--- config.mk ---
export PLATFORM = sky130hd
export DESIGN_NAME = cnn_div_seq_25s_14s_flat
export DESIGN_NICKNAME = d
export VERILOG_FILES = /design/src/rtl/cnn_div_seq_25s_14s_pkg.sv /design/src/rtl/cnn_div_seq_25s_14s_if.sv /design/src/rtl/cnn_div_seq_25s_14s_step.sv /design/src/rtl/cnn_div_seq_25s_14s.sv /design/src/flat_wrapper.sv
export SDC_FILE = /design/constraint.sdc
export NUM_CORES = 1
export LEC_CHECK = 0
export ABC_AREA = 1
export CAP_MARGIN = 20
export CORE_UTILIZATION = 40
export DETAILED_ROUTE_END_ITERATION = 7
export MAX_ROUTING_LAYER = met4
export PLACE_DENSITY_LB_ADDON = 0.1
export SLEW_MARGIN = 20
export SYNTH_ARGS = -nofsm -noshare
export SYNTH_HDL_FRONTEND = slang
export SYNTH_HIERARCHICAL = 1
export SYNTH_SLANG_ARGS = --single-unit
--- constraint.sdc ---
create_clock -name ap_clk -period 2.4 [get_ports ap_clk]
set_clock_uncertainty 0.1 [all_clocks]
set_input_delay 0.48 -clock ap_clk [delete_from_list [all_inputs] [get_ports ap_clk]]
set_output_delay 0.48 -clock ap_clk [all_outputs]
set_load 0.1 [all_outputs]
--- src/rtl/cnn_div_seq_25s_14s_pkg.sv ---
// Shared fixed-point helpers for the CNN requantisation path: divider FSM states,
// default operand widths, and the abs / saturating-narrow helpers.
package cnn_fixed_pkg;

  typedef enum logic [1:0] {IDLE, CALC, FIX, DONE} state_t;

  localparam int DIV_DIVIDEND_W = 25;
  localparam int DIV_DIVISOR_W  = 14;
  localparam int DIV_QUOT_W     = 10;

  // Magnitude of a sign-extended operand; callers size-cast the result back down.
  function automatic logic [31:0] abs_s(input logic signed [31:0] v);
    return (v < 0) ? 32'(-v) : 32'(v);
  endfunction

  // Clamp v into the signed range of a w-bit value.
  function automatic logic signed [31:0] sat_narrow(input logic signed [31:0] v, input int w);
    logic signed [31:0] hi;
    logic signed [31:0] lo;
    hi = (32'sd1 <<< (w - 1)) - 32'sd1;
    lo = -(32'sd1 <<< (w - 1));
    if (v > hi) return hi;
    if (v < lo) return lo;
    return v;
  endfunction

endpackage

--- src/rtl/cnn_div_seq_25s_14s_if.sv ---
// Operand/result handshake bundle for the sequential divider; slave is the divider side.
interface cnn_div_seq_25s_14s_if
  import cnn_fixed_pkg::*;
#(
  parameter int din0_WIDTH = DIV_DIVIDEND_W,
  parameter int din1_WIDTH = DIV_DIVISOR_W,
  parameter int dout_WIDTH = DIV_QUOT_W
);
  logic                  in_valid;
  logic                  in_ready;
  logic [din0_WIDTH-1:0] din0;
  logic [din1_WIDTH-1:0] din1;
  logic                  out_valid;
  logic                  out_ready;
  logic [dout_WIDTH-1:0] dout;
  logic [din1_WIDTH-1:0] rem;
  logic                  div0;

  modport master (
    output in_valid, din0, din1, out_ready,
    input  in_ready, out_valid, dout, rem, div0
  );

  modport slave (
    input  in_valid, din0, din1, out_ready,
    output in_ready, out_valid, dout, rem, div0
  );
endinterface

--- src/rtl/cnn_div_seq_25s_14s_step.sv ---
// One combinational restoring-division step on magnitudes: shift in the next dividend
// bit, trial-subtract the divisor, keep the difference when it does not go negative.
module cnn_div_step
  import cnn_fixed_pkg::*;
#(
  parameter int DW = DIV_DIVISOR_W
) (
  input  logic [DW-1:0] i_rem,
  input  logic          i_bit,
  input  logic [DW-1:0] i_den,
  output logic [DW-1:0] o_rem,
  output logic          o_qbit
);
  logic [DW:0]   w_shift;
  logic [DW-1:0] w_diff;

  assign w_shift = {i_rem, i_bit};
  // Only taken when shift >= den, so the result is below den and the low DW bits suffice.
  assign w_diff  = w_shift[DW-1:0] - i_den;
  assign o_qbit  = (w_shift >= {1'b0, i_den});
  assign o_rem   = o_qbit ? w_diff : w_shift[DW-1:0];
endmodule

--- src/rtl/cnn_div_seq_25s_14s.sv ---
// Signed restoring divider 25s/14s -> 10s quotient + remainder, fixed 26-cycle latency, one op in flight;
// result held until out_ready. Define CNN_DIV_SAT_EN to clamp the quotient instead of wrapping it.
module cnn_div_seq_25s_14s
  import cnn_fixed_pkg::*;
#(
  parameter int ID         = 1,
  parameter int din0_WIDTH = DIV_DIVIDEND_W,
  parameter int din1_WIDTH = DIV_DIVISOR_W,
  parameter int dout_WIDTH = DIV_QUOT_W
) (
  input logic                  ap_clk,
  input logic                  ap_rst_n,
  cnn_div_seq_25s_14s_if.slave bus
);
  localparam int CW = $clog2(din0_WIDTH);
  localparam int QW = din0_WIDTH + 1;

  state_t                  r_state;
  state_t                  w_state_nxt;
  logic [din0_WIDTH-1:0]   r_num;
  logic [din1_WIDTH-1:0]   r_den;
  logic [din1_WIDTH-1:0]   r_rem_mag;
  logic                    r_sign_n;
  logic                    r_sign_d;
  logic [CW-1:0]           r_cnt;
  logic [dout_WIDTH-1:0]   r_dout;
  logic [din1_WIDTH-1:0]   r_rem;
  logic                    r_div0;

  logic                    w_in_ready;
  logic                    w_out_valid;
  logic [din1_WIDTH-1:0]   w_step_rem;
  logic                    w_qbit;
  logic signed [QW-1:0]    w_quot_s;
  logic [din1_WIDTH-1:0]   w_rem_s;
  logic                    w_div0;
  logic [dout_WIDTH-1:0]   w_dout;

  cnn_div_step #(.DW(din1_WIDTH)) u_step (
    .i_rem  (r_rem_mag),
    .i_bit  (r_num[din0_WIDTH-1]),
    .i_den  (r_den),
    .o_rem  (w_step_rem),
    .o_qbit (w_qbit)
  );

  always_ff @(posedge ap_clk) begin
    if (!ap_rst_n) r_state <= IDLE;
    else           r_state <= w_state_nxt;
  end

  always_comb begin
    w_state_nxt = r_state;
    w_in_ready  = 1'b0;
    w_out_valid = 1'b0;
    case (r_state)
      IDLE: begin
        w_in_ready = 1'b1;
        if (bus.in_valid) w_state_nxt = CALC;
      end
      CALC:    if (r_cnt == '0) w_state_nxt = FIX;
      FIX:     w_state_nxt = DONE;
      DONE: begin
        w_out_valid = 1'b1;
        if (bus.out_ready) w_state_nxt = IDLE;
      end
      default: w_state_nxt = IDLE;
    endcase
  end

  // Sign fix-up: quotient truncates toward zero, remainder takes the dividend's sign.
  // With a zero divisor every step keeps the shifted value, so r_rem_mag ends as the
  // low bits of |dividend| and re-signing it yields dividend[din1_WIDTH-1:0] directly.
  assign w_quot_s = (r_sign_n ^ r_sign_d) ? -$signed({1'b0, r_num}) : $signed({1'b0, r_num});
  assign w_rem_s  = r_sign_n ? -r_rem_mag : r_rem_mag;
  assign w_div0   = (r_den == '0);

`ifdef CNN_DIV_SAT_EN
  assign w_dout = w_div0 ? (r_sign_n ? {1'b1, {(dout_WIDTH-1){1'b0}}} : {1'b0, {(dout_WIDTH-1){1'b1}}})
                         : dout_WIDTH'(sat_narrow(32'(w_quot_s), dout_WIDTH));
`else
  assign w_dout = w_div0 ? '1 : dout_WIDTH'(w_quot_s);
`endif

  always_ff @(posedge ap_clk) begin
    if (!ap_rst_n) begin
      r_num     <= '0;
      r_den     <= '0;
      r_rem_mag <= '0;
      r_sign_n  <= 1'b0;
      r_sign_d  <= 1'b0;
      r_cnt     <= '0;
      r_dout    <= '0;
      r_rem     <= '0;
      r_div0    <= 1'b0;
    end else begin
      case (r_state)
        IDLE: if (bus.in_valid) begin
          r_num     <= din0_WIDTH'(abs_s(32'($signed(bus.din0))));
          r_den     <= din1_WIDTH'(abs_s(32'($signed(bus.din1))));
          r_sign_n  <= bus.din0[din0_WIDTH-1];
          r_sign_d  <= bus.din1[din1_WIDTH-1];
          r_rem_mag <= '0;
          r_cnt     <= CW'(din0_WIDTH - 1);
        end
        CALC: begin
          r_num     <= {r_num[din0_WIDTH-2:0], w_qbit};
          r_rem_mag <= w_step_rem;
          r_cnt     <= r_cnt - CW'(1);
        end
        FIX: begin
          r_dout <= w_dout;
          r_rem  <= w_rem_s;
          r_div0 <= w_div0;
        end
        default: ;
      endcase
    end
  end

  assign bus.in_ready  = w_in_ready;
  assign bus.out_valid = w_out_valid;
  assign bus.dout      = r_dout;
  assign bus.rem       = r_rem;
  assign bus.div0      = r_div0;
endmodule
--- src/flat_wrapper.sv ---
// flat-port wrapper written by rule: the top's interface ports become plain ports
module cnn_div_seq_25s_14s_flat import cnn_fixed_pkg::*;
#(
  parameter int ID         = 1,
  parameter int din0_WIDTH = DIV_DIVIDEND_W,
  parameter int din1_WIDTH = DIV_DIVISOR_W,
  parameter int dout_WIDTH = DIV_QUOT_W
)
  (ap_clk, ap_rst_n, bus_in_valid, bus_din0, bus_din1, bus_out_ready, bus_in_ready, bus_out_valid, bus_dout, bus_rem, bus_div0);
  cnn_div_seq_25s_14s_if #(.din0_WIDTH(din0_WIDTH), .din1_WIDTH(din1_WIDTH), .dout_WIDTH(dout_WIDTH)) bus_i ();
  input logic ap_clk;
  input logic ap_rst_n;
  input wire logic [$bits(bus_i.in_valid)-1:0] bus_in_valid;
  input wire logic [$bits(bus_i.din0)-1:0] bus_din0;
  input wire logic [$bits(bus_i.din1)-1:0] bus_din1;
  input wire logic [$bits(bus_i.out_ready)-1:0] bus_out_ready;
  output wire logic [$bits(bus_i.in_ready)-1:0] bus_in_ready;
  output wire logic [$bits(bus_i.out_valid)-1:0] bus_out_valid;
  output wire logic [$bits(bus_i.dout)-1:0] bus_dout;
  output wire logic [$bits(bus_i.rem)-1:0] bus_rem;
  output wire logic [$bits(bus_i.div0)-1:0] bus_div0;
  assign bus_i.in_valid = bus_in_valid;
  assign bus_i.din0 = bus_din0;
  assign bus_i.din1 = bus_din1;
  assign bus_i.out_ready = bus_out_ready;
  assign bus_in_ready = bus_i.in_ready;
  assign bus_out_valid = bus_i.out_valid;
  assign bus_dout = bus_i.dout;
  assign bus_rem = bus_i.rem;
  assign bus_div0 = bus_i.div0;
  cnn_div_seq_25s_14s #(.ID(ID), .din0_WIDTH(din0_WIDTH), .din1_WIDTH(din1_WIDTH), .dout_WIDTH(dout_WIDTH)) u_core (.ap_clk(ap_clk), .ap_rst_n(ap_rst_n), .bus(bus_i));
endmodule
Word-level counts from Yosys, hierarchy flattened
Index checks and enable logic that the tools add are counted.
{"block": "totals", "word_cells": 51, "inputBits": 43, "output_inout_bits": 27, "reg_bits": 87}
{"block": "op_classes", "n_lt_le_gt_ge": 3, "eq_ne": 6, "mux": 18, "addsub": 6, "n_bitwise": 1, "n_reduce_logical": 7}
{"operator": "14-bit two-way mux", "count": 4}
{"operator": "25-bit two-way mux", "count": 2}
{"operator": "25-bit one-hot mux with 2 select lines", "count": 1}
{"operator": "14-bit negation", "count": 2}
{"operator": "14-bit one-hot mux with 2 select lines", "count": 1}
{"operator": "25-bit by 1-bit less-than comparator with 1-bit output (second input constant)", "count": 1}
{"operator": "25-bit negation", "count": 1}
{"operator": "10-bit two-way mux", "count": 2}
{"operator": "15-bit by 14-bit greater-or-equal comparator with 1-bit output", "count": 1}
{"operator": "14-bit logical NOT", "count": 1}
{"operator": "14-bit by 1-bit less-than comparator with 1-bit output (second input constant)", "count": 1}
{"operator": "14-bit subtractor", "count": 1}
{"operator": "10-bit negation", "count": 1}
{"operator": "5-bit one-hot mux with 2 select lines", "count": 1}
{"operator": "2-bit one-hot mux with 4 select lines", "count": 1}
{"operator": "2-bit two-way mux", "count": 3}
{"operator": "5-bit logical NOT", "count": 1}
{"operator": "5-bit two-way mux", "count": 1}
{"operator": "5-bit by 1-bit subtractor with 5-bit output (second input constant)", "count": 1}
{"operator": "2-bit == test (second input constant)", "count": 2}
{"operator": "2-bit != test (second input constant)", "count": 2}
{"operator": "2-bit AND reduction", "count": 2}
{"operator": "3-bit AND reduction", "count": 1}
{"operator": "2-bit by 1-bit == test with 1-bit output (second input constant)", "count": 1}
{"operator": "other kinds (5)", "count": 6}

Longest topological paths before layout
{"block": "logic_depth", "ltp_word": 4, "depth_mapped": 15, "mapped_depth_nobuf": 14}

Hierarchy
Netlist, hierarchy kept.
{"mod": "cnn_div_seq_25s_14s", "instances": 1, "cells_per_inst": 739, "area_each_um2": 4863.4, "seq_area_each_um2": 1741.7}
{"mod": "cnn_div_step", "instances": 1, "cells_per_inst": 228, "area_each_um2": 1258.7, "seq_area_each_um2": 0.0}

Worst setup path after synthesis
Ideal clock, no wire load.
{"block": "synth_timing", "path_kind": "register to register", "start": "register u_core.r_state[0]", "end": "register u_core.r_cnt[4]", "setup_slack_ps": 40, "period_less_slack_ps": 2360, "path_buffers": 1, "t_required_ps": 2168, "setup_time_ps": 132, "path_stages_with_launch": 9, "t_arrival_ps": 2128, "cell_sequence": "dfxtp_1 -> inv_1 -> ha_1 -> nand2_4 -> o21ai_2 -> inv_4 -> buf_6 -> o21ai_0 -> a21oi_1"}
{"block": "synth_via", "elab_chain_len": 3, "word_cells_on_any_way": 6, "cone_classes": "eq/ne (2); mux (1); reduce/logical (3)"}
{"item": "from (decl)", "line_no": "cnn_div_seq_25s_14s.sv:18", "text": "state_t r_state;"}
{"item": "from (signal assigned)", "line_no": "cnn_div_seq_25s_14s.sv:49", "text": "else r_state <= w_state_nxt;"}
{"item": "2-bit by 1-bit == test with 1-bit output / 2-bit logical NOT (equally long branches)", "line_no": "cnn_div_seq_25s_14s.sv:97", "text": "case (r_state)"}
{"item": "2-bit nonzero test (no line) / 2-bit != test (equally long branches)"}
{"item": "2-bit AND reduction (no line)"}
{"item": "to (signal assigned)", "line_no": "cnn_div_seq_25s_14s.sv:104", "text": "r_cnt <= CW'(din0_WIDTH - 1);"}
{"item": "to (signal assigned)", "line_no": "cnn_div_seq_25s_14s.sv:109", "text": "r_cnt <= r_cnt - CW'(1);"}
{"item": "to (decl)", "line_no": "cnn_div_seq_25s_14s.sv:25", "text": "logic [CW-1:0] r_cnt;"}
Parallel ways exist; a longest one is shown, timed or not.
A chain may end at the register's enable or synchronous reset.

Worst setup path after layout
{"block": "layout_timing", "start": "register u_core.r_den[10]", "end": "register u_core.r_rem_mag[6]"}
{"block": "layout_via", "elab_chain_len": 3}
{"item": "from (decl)", "line_no": "cnn_div_seq_25s_14s.sv:21", "text": "logic [din1_WIDTH-1:0] r_den;"}
{"item": "from (signal assigned)", "line_no": "cnn_div_seq_25s_14s.sv:100", "text": "r_den <= din1_WIDTH'(abs_s(32'($signed(bus.din1))));"}
{"item": "15-bit by 14-bit greater-or-equal comparator with 1-bit output", "line_no": "cnn_div_seq_25s_14s_step.sv:20", "text": "assign o_qbit = (w_shift >= {1'b0, i_den});"}
{"item": "named net u_core.w_qbit", "line_no": "cnn_div_seq_25s_14s.sv:33", "text": "logic w_qbit;"}
{"item": "14-bit two-way mux", "line_no": "cnn_div_seq_25s_14s_step.sv:21", "text": "assign o_rem = o_qbit ? w_diff : w_shift[DW-1:0];"}
{"item": "named net u_core.w_step_rem[6]", "line_no": "cnn_div_seq_25s_14s.sv:32", "text": "logic [din1_WIDTH-1:0] w_step_rem;"}
{"item": "14-bit one-hot mux with 2 select lines", "line_no": "cnn_div_seq_25s_14s.sv:97"}
{"item": "to (signal assigned)", "line_no": "cnn_div_seq_25s_14s.sv:108", "text": "r_rem_mag <= w_step_rem;"}
{"item": "to (decl)", "line_no": "cnn_div_seq_25s_14s.sv:22", "text": "logic [din1_WIDTH-1:0] r_rem_mag;"}
The timed path passes the listed nets, and every way through them passes these cells.

==> impl_metrics.py <==
metrics = {
    "outcome": {
        "outcome": "completed",
    },
    "clocking": {
        "clock_latency_ns": 0.35,
        "root_buffer": "clkbuf_16",
        "cts_tree": "yes",
        "htreeDepth": 3,
        "cts_inserted_buffers": 9,
        "clk_pin_slew_worst_paths_ns": 0.06,
        "post_cts_buffers": 0,
        "clockBufferDepth": 2,
        "ctsHoldBuffers": 0,
        "cts_sinks": 87,
        "ctsResizeCount": 0,
    },
    "power": {
        "leakagePower_nw": 3.46,
        "powerDensity_mw_per_mm2": 1520,
        "ir_worst_vdd_v": 0.00125,
    },
    "timing": {
        "fmax_mhz": 451,
        "hold_ws_ns": 0.360,
        "slew_headroom_pct": 49.0,
        "worst_pin_slew_ns": 0.765,
        "finalHoldViolCount": 0,
        "finalMaxSlewViolations": 0,
        "setup_viol": 0,
        "fin_crit_ns": 2.22,
        "post-route-period-util_pct": 92.4,
        "tns_ns": 0,
        "rsz0062_at_grt": "no",
    },
    "grt": {
        "grt_pass1_vias": 5368,
        "overflow": 0,
        "track_usage_pct": 21.6,
        "grt_pass1_wl_um": 26700,
        "grt_max_degree": 39,
        "antenna_found_initial": 0,
    },
    "layout": {
        "final_nets": 1110,
        "areaGrowthSynthToFinish_pct": 21.1,
        "fin_cells": 1230,
        "layout-drive-gt1-share_pct": 11.3,
        "diodes": 0,
    },
    "floorplan": {
        "initial_core_util_pct": 41.5,
        "core_mm2": 0.0148,
        "dieArea_mm2": 0.0158,
        "row_count": 44,
        "die_h_um": 126,
        "dieWidth_um": 126,
        "ios": 70,
    },
    "synth": {
        "syn_nets": 1035,
        "syn_area_per_cell_um2": 6.33,
        "syn-instance-count": 967,
        "synth-seq-area-share_pct": 28.4,
        "syn_area_mm2": 0.00612,
        "ys_async_sr_fraction_pct": 0,
        "yosys_warnings": 6,
        "synth_flop_cell": "dfxtp_1",
        "ys_ff_latch": 87,
        "synth.distinct_cells": 47,
        "synth_edf_count": 0,
    },
    "placement": {
        "dp.cells": 1215,
        "io_buffer_count": 69,
        "place.gp.congestion": 0.868,
        "hpwl_um": 12200,
    },
    "critical_path": {
        "crit_type": "reg2reg",
        "crit_fanout": 22,
        "cp.required_ns": 2.58,
        "cp-end-kind": "flop",
        "start_kind": "flop",
        "arrival_ns": 2.40,
    },
    "detailed_routing": {
        "dr.max_layer_used": "met4",
        "met2_length_um": 6680,
        "drt-wirelength-per-cell_um": 13.1,
        "ant_nets": 0,
        "met1_length_um": 8700,
        "drc": 0,
        "routed_via_density": 4.92,
        "dr_wl_met3_um": 592,
        "dr.pass1.iters": 5,
        "drt_wl_total_um": 16100,
        "drt_first_iter_violations": 367,
        "num_vias": 6050,
    },
    "job": {
        "cap_violations": 0,
    },
    "min_path": {
        "worst_hold_path_type": "reg2reg",
    },
}
per-layer routing:
layer	vias to the layer above	track usage (%)
met5	-	-
met4	0	5.02
met3	8	3.57
met2	103	30.7
met1	2674	31.6
li1	3265	-
cells in the final DEF (no fill, tap or decap), drive strengths merged:
cell             n
o211ai          12
and2             2
a21oi           90
fa               1
xor2            25
dfxtp           87
nand4           15
a21o             1
nor4             6
o21bai           2
or2              3
clkinvlp         1
a211oi           1
a31oi            4
nor3             9
bufinv           1
o21ai           76
inv            140
xnor2            6
o221ai           4
o22ai            2
clkbuf          12
nand3           51
buf             55
ha              24
nand2          262
nor2           105
nand3b           4
a31o             1
clkinv           1
clkdlybuf4s50   42
a221oi           1
path summary, 6_finish.rpt:
check / from / to / slack (ns) / depth (start not counted)
max: u_core/r_den[10]$_SDFFE_PN0P_ / u_core/r_rem_mag[6]$_SDFFE_PN0P_ / 0.18 / 13
min reg2reg: u_core/r_cnt[0]$_SDFFE_PN0P_ / u_core/r_cnt[0]$_SDFFE_PN0P_ / 0.36 / 1
min: u_core/r_cnt[0]$_SDFFE_PN0P_ / u_core/r_cnt[0]$_SDFFE_PN0P_ / 0.36 / 1
max reg2reg: u_core/r_den[10]$_SDFFE_PN0P_ / u_core/r_rem_mag[6]$_SDFFE_PN0P_ / 0.18 / 13
cell families (layout without fill, tap and decap cells):
family / after synthesis / in the layout / share of synthesized area (%)
simple gates: 457 / 457 / 32.6
xor+xnor: 31 / 31 / 4.56
fa+ha+maj: 25 / 25 / 5.23
buf+inv: 173 / 252 / 11.5
flops: 87 / 87 / 28.4
compound gates: 194 / 194 / 17.7
critical path: stages (launching register included):
cell     delay (ns)
dfxtp_1        0.36
inv_1          0.09
ha_1           0.39
nand2_1        0.14
nor2_4         0.11
inv_2          0.05
nor2_4         0.10
nand3_4        0.12
nand3_4        0.15
buf_12         0.18
nand2_1        0.09
o21ai_2        0.07
nand2_1        0.07
a21oi_1        0.13
Yosys cell counts, types with 2 or more instances:
cell      number  area (µm²)
nand2_1      253         950
inv_1        130         488
nor2_1        98         368
a21oi_1       89         445
dfxtp_1       87        1740
o21ai_0       63         315
nand3_1       45         225
xor2_1        25         219
ha_1          24         300
clkbuf_1      17        63.8
nand4_1       15        93.8
o211ai_1      12        90.1
buf_2         10        50.1
inv_2          9        33.8
nor3_1         8        40.0
nand2_2        7        43.8
o21ai_2        7        61.3
nor4_1         6        37.5
o21ai_1        6        30.0
xnor2_1        5        43.8
a31oi_1        4        25.0
nand3b_1       4        30.0
nor2_2         4        25.0
o221ai_1       4        35.0
buf_6          3        33.8
nand3_2        3        30.0
nand3_4        3        52.6
nor2_4         3        33.8
nand2_4        2        22.5
o21bai_1       2        15.0
o22ai_1        2        12.5
or2_2          2        12.5
area by class of cell:
cell class	instances	area (µm²)
clock inverters	3	42.5
well taps	184	230
repair buffers	97	908
multi-input cells	707	3710
flip-flops and latches	87	1740
fillers	1539	7340
inverters	140	528
clock buffers	12	256
sequential cells by signal, summed over array words and instances, names as in the netlist:
signal / flops
u_core/bus.rem: 14
u_core/r_num: 25
u_core/bus.div0: 1
u_core/r_cnt: 5
u_core/r_sign_n: 1
u_core/r_den: 14
u_core/bus.dout: 10
u_core/r_rem_mag: 14
u_core/r_state: 2
u_core/r_sign_d: 1
through the flow:
step	power, mW	util [%]	instance area [µm²]	setup WS, ns
after floorplan	8.08	-	6120	0.0397
after global placement	9.76	48.0	7090	0.137
after detailed placement	9.76	48.0	7090	0.130
after CTS	11.3	50.1	7390	0.163
after global routing	12.2	50.3	7420	0.00364
final	11.3	50.3	7420	0.183
where the power goes:
group          internal [mW]  leakage (nW)  switching [mW]
clock network          0.857         0.145           0.582
logic                   2.56          2.60            4.97
registers               1.93         0.713           0.359
Power figures use the tool's default switching activity.
